**config.mk**
```make
export PLATFORM = sky130hd
export DESIGN_NAME = systolic_sequencer_flat
export DESIGN_NICKNAME = d
export VERILOG_FILES = /design/src/rtl/systolic_sequencer_if.sv /design/src/rtl/systolic_sequencer.sv /design/src/flat_wrapper.sv
export SDC_FILE = /design/constraint.sdc
export NUM_CORES = 1
export LEC_CHECK = 0
export ABC_AREA = 0
export ABC_CLOCK_PERIOD_IN_PS = 2020
export BUFFER_PORTS_ARGS = -buffer_cell sky130_fd_sc_hd__buf_2
export CORE_ASPECT_RATIO = 1.2
export CORE_MARGIN = 2
export CORE_UTILIZATION = 35
export CTS_CLUSTER_DIAMETER = 150
export DETAILED_ROUTE_END_ITERATION = 12
export SLEW_MARGIN = 5
export SYNTH_ARGS = -nofsm -noshare
export SYNTH_HDL_FRONTEND = slang
export SYNTH_SLANG_ARGS = --single-unit
```
**constraint.sdc**
```tcl
create_clock -name clk -period 2.02 [get_ports clk]
set_input_delay 0.303 -clock clk [delete_from_list [all_inputs] [get_ports clk]]
set_output_delay 0.303 -clock clk [all_outputs]
set_load 0.05 [all_outputs]
```
**src/rtl/systolic_sequencer_if.sv**
```systemverilog
// Control bundle between the systolic run sequencer and its requester / array.
// master = the sequencer, slave = the side that issues run requests.
interface systolic_sequencer_if #(
    parameter int MATRIX_SIZE = 2,
    parameter int CW          = $clog2(2*MATRIX_SIZE)
);
    logic                   general_enable;
    logic                   start;
    logic                   abort;
    logic [MATRIX_SIZE-1:0] load_weight;
    logic [MATRIX_SIZE-1:0] enable_mult;
    logic [CW-1:0]          weight_row_addr;
    logic [MATRIX_SIZE-1:0] act_valid;
    logic [CW-1:0]          feed_count;
    logic                   busy;
    logic                   done;

    modport master (
        input  general_enable, start, abort,
        output load_weight, enable_mult, weight_row_addr, act_valid,
               feed_count, busy, done
    );

    modport slave (
        output general_enable, start, abort,
        input  load_weight, enable_mult, weight_row_addr, act_valid,
               feed_count, busy, done
    );
endinterface

```
**src/rtl/systolic_sequencer.sv**
```systemverilog
// Run-level controller for a weight-stationary systolic array: weight load,
// skewed activation feed and pipeline drain, with stall and abort.
//
// state   | meaning
// S_IDLE  | waiting for start
// S_LOAD  | one weight row per cycle, r_cnt = row
// S_FEED  | skewed activation columns, r_cnt = column step
// S_DRAIN | flushing PE pipelines, r_drain counts down to 0
// S_DONE  | one-cycle completion report
module systolic_sequencer #(
    parameter int MATRIX_SIZE  = 2,
    parameter int DRAIN_CYCLES = 4*MATRIX_SIZE
) (
    input logic                  clk,
    input logic                  reset_n,
    systolic_sequencer_if.master bus
);
    localparam int CW = $clog2(2*MATRIX_SIZE);
    localparam int DW = (DRAIN_CYCLES < 2) ? 1 : $clog2(DRAIN_CYCLES);

    localparam logic [CW-1:0]          LOAD_LAST  = CW'(MATRIX_SIZE-1);
    localparam logic [CW-1:0]          FEED_LAST  = CW'(2*MATRIX_SIZE-2);
    localparam logic [DW-1:0]          DRAIN_INIT = DW'(DRAIN_CYCLES-1);
    localparam logic [MATRIX_SIZE-1:0] ROW0       = MATRIX_SIZE'(1);
    localparam logic [MATRIX_SIZE-1:0] ONES       = '1;

    typedef enum logic [2:0] {S_IDLE, S_LOAD, S_FEED, S_DRAIN, S_DONE} state_t;

    state_t                 r_state;
    logic [CW-1:0]          r_cnt;
    logic [DW-1:0]          r_drain;
    logic [MATRIX_SIZE-1:0] r_lw;
    logic [MATRIX_SIZE-1:0] r_em;
    logic [MATRIX_SIZE-1:0] r_av;
    logic [CW-1:0]          r_addr;
    logic [CW-1:0]          r_fc;
    logic                   r_busy;
    logic                   r_done;
    logic                   w_in_run;

    // Row r sees activation column f while r <= f <= r+N-1.
    function automatic logic [MATRIX_SIZE-1:0] av_of(input logic [CW-1:0] f);
        logic [MATRIX_SIZE-1:0] v;
        v = '0;
        for (int r = 0; r < MATRIX_SIZE; r++)
            v[r] = (int'(f) >= r) && (int'(f) <= r + MATRIX_SIZE - 1);
        return v;
    endfunction

    assign w_in_run = (r_state == S_LOAD) || (r_state == S_FEED) || (r_state == S_DRAIN);

    // Outputs are decoded from the state held before each edge, so they trail the FSM by one cycle.
    always_ff @(posedge clk or negedge reset_n) begin
        if (!reset_n) begin
            r_state <= S_IDLE;
            r_cnt   <= '0;
            r_drain <= '0;
            r_lw    <= '0;
            r_em    <= '0;
            r_av    <= '0;
            r_addr  <= '0;
            r_fc    <= '0;
            r_busy  <= 1'b0;
            r_done  <= 1'b0;
        end else if (bus.abort && w_in_run) begin
            r_state <= S_IDLE;
            r_cnt   <= '0;
            r_drain <= '0;
            r_lw    <= '0;
            r_em    <= '0;
            r_av    <= '0;
            r_addr  <= '0;
            r_fc    <= '0;
            r_busy  <= 1'b0;
            r_done  <= 1'b0;
        end else if (!bus.general_enable) begin
            r_lw   <= '0;
            r_em   <= '0;
            r_av   <= '0;
            r_done <= 1'b0;
        end else begin
            r_lw   <= (r_state == S_LOAD) ? (ROW0 << r_cnt) : '0;
            r_addr <= (r_state == S_LOAD) ? r_cnt : '0;
            r_em   <= ((r_state == S_FEED) || (r_state == S_DRAIN)) ? ONES : '0;
            r_av   <= (r_state == S_FEED) ? av_of(r_cnt) : '0;
            r_fc   <= (r_state == S_FEED) ? r_cnt : '0;
            r_busy <= w_in_run;
            r_done <= (r_state == S_DONE);

            case (r_state)
                S_IDLE: begin
                    if (bus.start) begin
                        r_state <= S_LOAD;
                        r_cnt   <= '0;
                    end
                end
                S_LOAD: begin
                    if (r_cnt == LOAD_LAST) begin
                        r_state <= S_FEED;
                        r_cnt   <= '0;
                    end else begin
                        r_cnt <= r_cnt + CW'(1);
                    end
                end
                S_FEED: begin
                    if (r_cnt == FEED_LAST) begin
                        r_state <= S_DRAIN;
                        r_cnt   <= '0;
                        r_drain <= DRAIN_INIT;
                    end else begin
                        r_cnt <= r_cnt + CW'(1);
                    end
                end
                S_DRAIN: begin
                    if (r_drain == '0)
                        r_state <= S_DONE;
                    else
                        r_drain <= r_drain - DW'(1);
                end
                S_DONE: begin
                    r_state <= S_IDLE;
                end
                default: begin
                    r_state <= S_IDLE;
                end
            endcase
        end
    end

    assign bus.load_weight     = r_lw;
    assign bus.enable_mult     = r_em;
    assign bus.act_valid       = r_av;
    assign bus.weight_row_addr = r_addr;
    assign bus.feed_count      = r_fc;
    assign bus.busy            = r_busy;
    assign bus.done            = r_done;
endmodule

```
**src/flat_wrapper.sv**
```systemverilog
// flat-port wrapper written by rule: the top's interface ports become plain ports
module systolic_sequencer_flat 
#(
    parameter int MATRIX_SIZE  = 2,
    parameter int DRAIN_CYCLES = 4*MATRIX_SIZE
)
  (clk, reset_n, bus_general_enable, bus_start, bus_abort, bus_load_weight, bus_enable_mult, bus_weight_row_addr, bus_act_valid, bus_feed_count, bus_busy, bus_done);
  systolic_sequencer_if #(.MATRIX_SIZE(MATRIX_SIZE)) bus_i ();
  input logic clk;
  input logic reset_n;
  input wire logic [$bits(bus_i.general_enable)-1:0] bus_general_enable;
  input wire logic [$bits(bus_i.start)-1:0] bus_start;
  input wire logic [$bits(bus_i.abort)-1:0] bus_abort;
  output wire logic [$bits(bus_i.load_weight)-1:0] bus_load_weight;
  output wire logic [$bits(bus_i.enable_mult)-1:0] bus_enable_mult;
  output wire logic [$bits(bus_i.weight_row_addr)-1:0] bus_weight_row_addr;
  output wire logic [$bits(bus_i.act_valid)-1:0] bus_act_valid;
  output wire logic [$bits(bus_i.feed_count)-1:0] bus_feed_count;
  output wire logic [$bits(bus_i.busy)-1:0] bus_busy;
  output wire logic [$bits(bus_i.done)-1:0] bus_done;
  assign bus_i.general_enable = bus_general_enable;
  assign bus_i.start = bus_start;
  assign bus_i.abort = bus_abort;
  assign bus_load_weight = bus_i.load_weight;
  assign bus_enable_mult = bus_i.enable_mult;
  assign bus_weight_row_addr = bus_i.weight_row_addr;
  assign bus_act_valid = bus_i.act_valid;
  assign bus_feed_count = bus_i.feed_count;
  assign bus_busy = bus_i.busy;
  assign bus_done = bus_i.done;
  systolic_sequencer #(.MATRIX_SIZE(MATRIX_SIZE), .DRAIN_CYCLES(DRAIN_CYCLES)) u_core (.clk(clk), .reset_n(reset_n), .bus(bus_i));
endmodule
```
# Word level (Yosys, flattened, before mapping)
# Index checks and enable logic that the tools add are counted.
[word_totals]
out_inout_bits = 12
ff_bits = 20
in_bits = 5
word_cells = 77
[classes]
n_reduce_logical = 13
shifts = 1
n_eq_ne = 11
order_cmp = 3
mux = 37
n_addsub = 2
[op_table]
columns = ["cell", "n"]
rows = [
  ["2-bit 2-to-1 mux", 20],
  ["3-bit 2-to-1 mux", 10],
  ["3-bit by 2-bit != test with 1-bit output (second input constant)", 4],
  ["3-bit case mux with 4 select lines", 1],
  ["3-bit by 2-bit equality test with 1-bit output (second input constant)", 2],
  ["3-bit zero test", 2],
  ["2-bit case mux with 3 select lines", 1],
  ["3-bit case mux with 2 select lines", 1],
  ["5-bit AND reduction", 1],
  ["1-bit 2-to-1 mux", 4],
  ["4-bit AND reduction", 1],
  ["4-bit nonzero test", 1],
  ["3-bit by 1-bit equality test with 1-bit output (second input constant)", 1],
  ["3-bit equality test (second input constant)", 1],
  ["1-bit logical OR", 3],
  ["3-bit != test (second input constant)", 1],
  ["3-bit AND reduction", 1],
  ["3-bit nonzero test", 1],
  ["3-bit by 1-bit subtractor with 3-bit output (second input constant)", 1],
  ["2-bit by 1-bit adder with 2-bit output (second input constant)", 1],
  ["2-bit by 1-bit equality test with 1-bit output (second input constant)", 1],
  ["2-bit equality test (second input constant)", 1],
  ["2-bit by 1-bit greater-or-equal comparator with 1-bit output (second input constant)", 1],
  ["2-bit by 1-bit <= comparator with 1-bit output (second input constant)", 1],
  ["other kinds (4)", 5],
]

# Logic depth before layout (Yosys ltp)
[depth]
ltp_word = 6
depth_mapped = 6
ltp_nobuf = 6

# Worst setup path after synthesis
# OpenSTA, ideal clock, no wires.
[synth_path]
path_type = "register -> register"
startpoint = "register u_core.r_drain[0]"
endpoint = "register u_core.r_drain[2]"
setup_time_ns = 0.087
setup_slack_ns = 0.441
required_time_ns = 1.933
arrival_ns = 1.492
path_stages_with_launch = 7
synth_period_minus_slack_ns = 1.579
n_path_buf = 0
cell_sequence = "dfrtp_1 > inv_1 > ha_1 > and3b_4 > o41ai_4 > a21oi_1 > a211oi_2"
[synth_between]
elab_chain_len = 5
word_cells_on_any_way = 8
cone_classes = "add/sub: 1; eq/ne: 1; mux: 4; reduce/logical: 2"
[synth_lines]
columns = ["item", "line", "text"]
rows = [
  ["from (decl)", "systolic_sequencer.sv:31", "logic [DW-1:0] r_drain;"],
  ["from (signal assigned)", "systolic_sequencer.sv:118", "r_drain <= r_drain - DW'(1);"],
  ["3-bit by 1-bit subtractor with 3-bit output", "systolic_sequencer.sv:118", ""],
  ["3-bit 2-to-1 mux", "systolic_sequencer.sv:115", "if (r_drain == '0)"],
  ["3-bit case mux with 2 select lines", "systolic_sequencer.sv:90", "case (r_state)"],
  ["3-bit 2-to-1 mux", "systolic_sequencer.sv:76", "end else if (!bus.general_enable) begin"],
  ["3-bit 2-to-1 mux", "systolic_sequencer.sv:65", "end else if (bus.abort && w_in_run) begin"],
]
# Several ways; a longest one is shown, not always the timed one. The select of a mux whose other input is x is not followed.
# A chain may end at the register's enable or synchronous reset.

# Final worst setup path
# Same ends and word-level chain as after synthesis.

==> results by group <==
Run status
  – Status: completed

Cells and area
  – Util after Layout: 42.7%
  – Layout area overhead: 13.5%
  – # diodes: 0
  – Commonest non-fill, non-tap cell in the layout: dfrtp_1
  – Share of layout cells above drive strength 1: 20.5%
  – Filler Cell Count: 297
  – Register Area: 475 um2
  – Multi-input logic area: 528 um2
  – Final nets: 141
  – Commonest non-fill, non-tap cells in the layout: 19 x dfrtp_1, 16 x buf_2, 10 x nor2_1
  – Design Area, Final: 1210 um2

Floorplanning
  – Die H: 64.5 um
  – Starting Density: 37.6%
  – Die area: 3510 um2
  – # IOs: 17
  – Cell row count: 21
  – Die Width: 54.4 um
  – Core ar.: 2840 um2

Synth
  – Async set-reset flop share out of synthesis: 100%
  – Seq/Total Area, Yosys: 44.5%
  – Avg Cell Area, Syn: 9.70 um2
  – Yosys reg bits: 19
  – Cell area after synthesis: 1070 um2
  – Post-synth top area share: 44.5%
  – Unique masters post-synth: 33
  – Dominant synthesized flop cell: dfrtp_1
  – Top cell type by total area after synthesis: dfrtp_1
  – Post-synth EDFFs: 0
  – Synthesized Nets: 123
  – Synth Instances: 110
  – Synth top area cells: dfrtp_1 45%, ha_1 9.4%, a21oi_1 4.2%, nor2_1 3.5%, a22o_1 3.3%
  – Syn. warnings: 0

Clock network
  – Insertion delay to the later sink of the worst-skew pair: 0.29 ns
  – Cts hold-fix bufs: 1
  – Clock Pin Slew Worst Setup and Hold Paths: 0.11 ns
  – CTS Sinks: 19
  – Setup Fix Bufs, Post-CTS: 0
  – H-tree Lvls: 1
  – Root buf cell: clkbuf_4
  – CTS tree: yes
  – CTS resizes: 0
  – Cts bufs inserted: 3
  – CTS max path bufs: 2

Worst setup path
  – Worst Setup Path Type: flop to flop
  – Reg2reg start: u_core.r_drain[0]
  – R2R Setup Slk: 0.29 ns
  – Reg2reg end: u_core.r_drain[2]
  – Worst Path Required: 2.24 ns
  – R2R depth: 6
  – Worst Setup End Kind: flop
  – Largest stage delay, worst path: 0.43 ns
  – Arr. time, crit path: 1.95 ns
  – Critical-path top delay cell: o41ai_4
  – Crit-path max FO: 6
  – Crit-path cells: inv_1 -> ha_1 -> and3b_4 -> o41ai_4 -> a21oi_1 -> a211oi_2
  – Startpoint types: flop

STA
  – Max_slew headroom: 70.9%
  – Tcrit/Tclk final: 85.8%
  – # setup viols final: 0
  – Fin crit period: 1.73 ns
  – Worst slew pin tran: 0.437 ns
  – Final hold vios: 0
  – Slew Viols, Final: 0
  – RSZ-0062 raised after global routing: false
  – Fin Setup TNS: 0 ns
  – Fmax: 577 MHz
  – Final Skew: 0.00253 ns

Route
  – Wire per inst: 13.7 um
  – Post-route ant nets: 0
  – Detailed-route DRC error count: 0
  – DRT Wirelength: 2.20 mm
  – DR iter-0 viols: 7
  – Router iterations before antenna repair: 4
  – Via/cell ratio: 5.30
  – Vias: 854

Pwr
  – Leak pwr: 0.000606 uW
  – Combinational group share of total power: 42.7%
  – Pint: 742 uW
  – Seq pwr share: 42.7%
  – Sw frac: 43.7%
  – Net Switching: 576 uW
  – P per Cell Area: 1090 nW/um2
  – Overall power: 1320 uW
  – Worst vdd ir: 503 uV
  – Clock power frac: 14.6%

Global route
  – Total GRT Usage: 13.9%
  – First-pass GRT wire length: 3.62 mm
  – Vias in the first global route: 847
  – GRT Residual Overflow: 0
  – Largest net degree at the start of global routing: 20
  – Initial antenna violation count: 0

Hold path
  – Hold crit path type: primary input to flop
  – Sink of the worst hold path: u_core.bus.weight_row_addr[0]
  – Worst hold start: bus_general_enable
  – WHS Path Cells: 4

Run
  – Max-Cap Viols: 0

Placement
  – Area after DPL: 1170 um2
  – PortBufs: 16
  – DP HPWL: 1.63 mm
  – RD Place Congestion: 0.854
## cells in the mapped netlist, types with 2 or more instances
master and n:
nor2b_1 2, a31oi_1 4, o21ai_0 5, nor3_1 3, and2_1 2, inv_1 9, and3_1 3, nand3_1 3
nand2_1 6, ha_1 8, buf_2 3, clkbuf_1 2, dfrtp_1 19, a22o_1 4, nor2_1 10, a21o_1 2
a21oi_1 9
## flip-flops by register name, indices dropped and copies added, names as in the netlist
signal,count
u_core.r_drain,3
u_core.r_state,3
u_core.bus.act_valid,2
u_core.bus.feed_count,2
u_core.bus.load_weight,2
u_core.bus.weight_row_addr,2
u_core.r_cnt,2
u_core.bus.busy,1
u_core.bus.done,1
u_core.bus.enable_mult,1
## how the worst max path moves through the flow
stage | from | end
after floorplan | u_core.r_drain[0] | u_core.r_drain[2]
after global placement | u_core.r_drain[0] | u_core.r_drain[2]
after detailed placement | u_core.r_drain[0] | u_core.r_drain[2]
after CTS | u_core.r_drain[0] | u_core.r_drain[2]
after global routing | u_core.r_drain[0] | u_core.r_drain[2]
final | u_core.r_drain[0] | u_core.r_drain[2]
## per-stage QoR
stage          std cells  setup slack [ns]  hold WS, ns
2_1_floorplan        110             0.441      0.00741
4_1_cts              161             0.286        0.397
5_1_grt              161             0.221        0.417
3_5_place_dp         156             0.306        0.274
6_report             161             0.286        0.403
3_3_place_gp         156             0.383        0.264
## layout make-up
cell class / count / area share [%]
flip-flops and latches: 19 / 39.3
repair buffers: 19 / 8.68
multi-input cells: 76 / 43.6
clock buffers: 4 / 2.17
inverters: 9 / 2.79
well taps: 34 / 3.51
## power groups by stage
stage                     clock [uW]  combinational, uW  sequential (uW)
after floorplan                    0                402              601
after global placement             0                550              566
after detailed placement           0                562              570
after CTS                        202                564              562
after global routing             215                612              578
final                            192                562              563
## critical path: cells and delay by family (launching register included)
family / cells / cell delay, ns
simple gates: 1 / 0.21
fa+ha+maj: 1 / 0.22
buf+inv: 1 / 0.07
flops: 1 / 0.39
compound gates: 3 / 0.77
## kinds of logic after synthesis
logic type | after synthesis | share of synthesized area, %
simple gates | 35 | 17.0
mux | 2 | 1.99
compound gates | 31 | 21.1
fa+ha+maj | 8 | 9.38
buf+inv | 15 | 5.98
flops | 19 | 44.5
## layer usage
layer  track usage [%]  vias to the layer above  wire length [um]
met5                 0                        -                 0
met4              5.00                        0                16
met3              2.53                        2                78
met2              22.9                       16              1080
met1              17.6                      414              1020
li1                  -                      422                 -
Note: power is estimated with default switching activity, not from simulation.
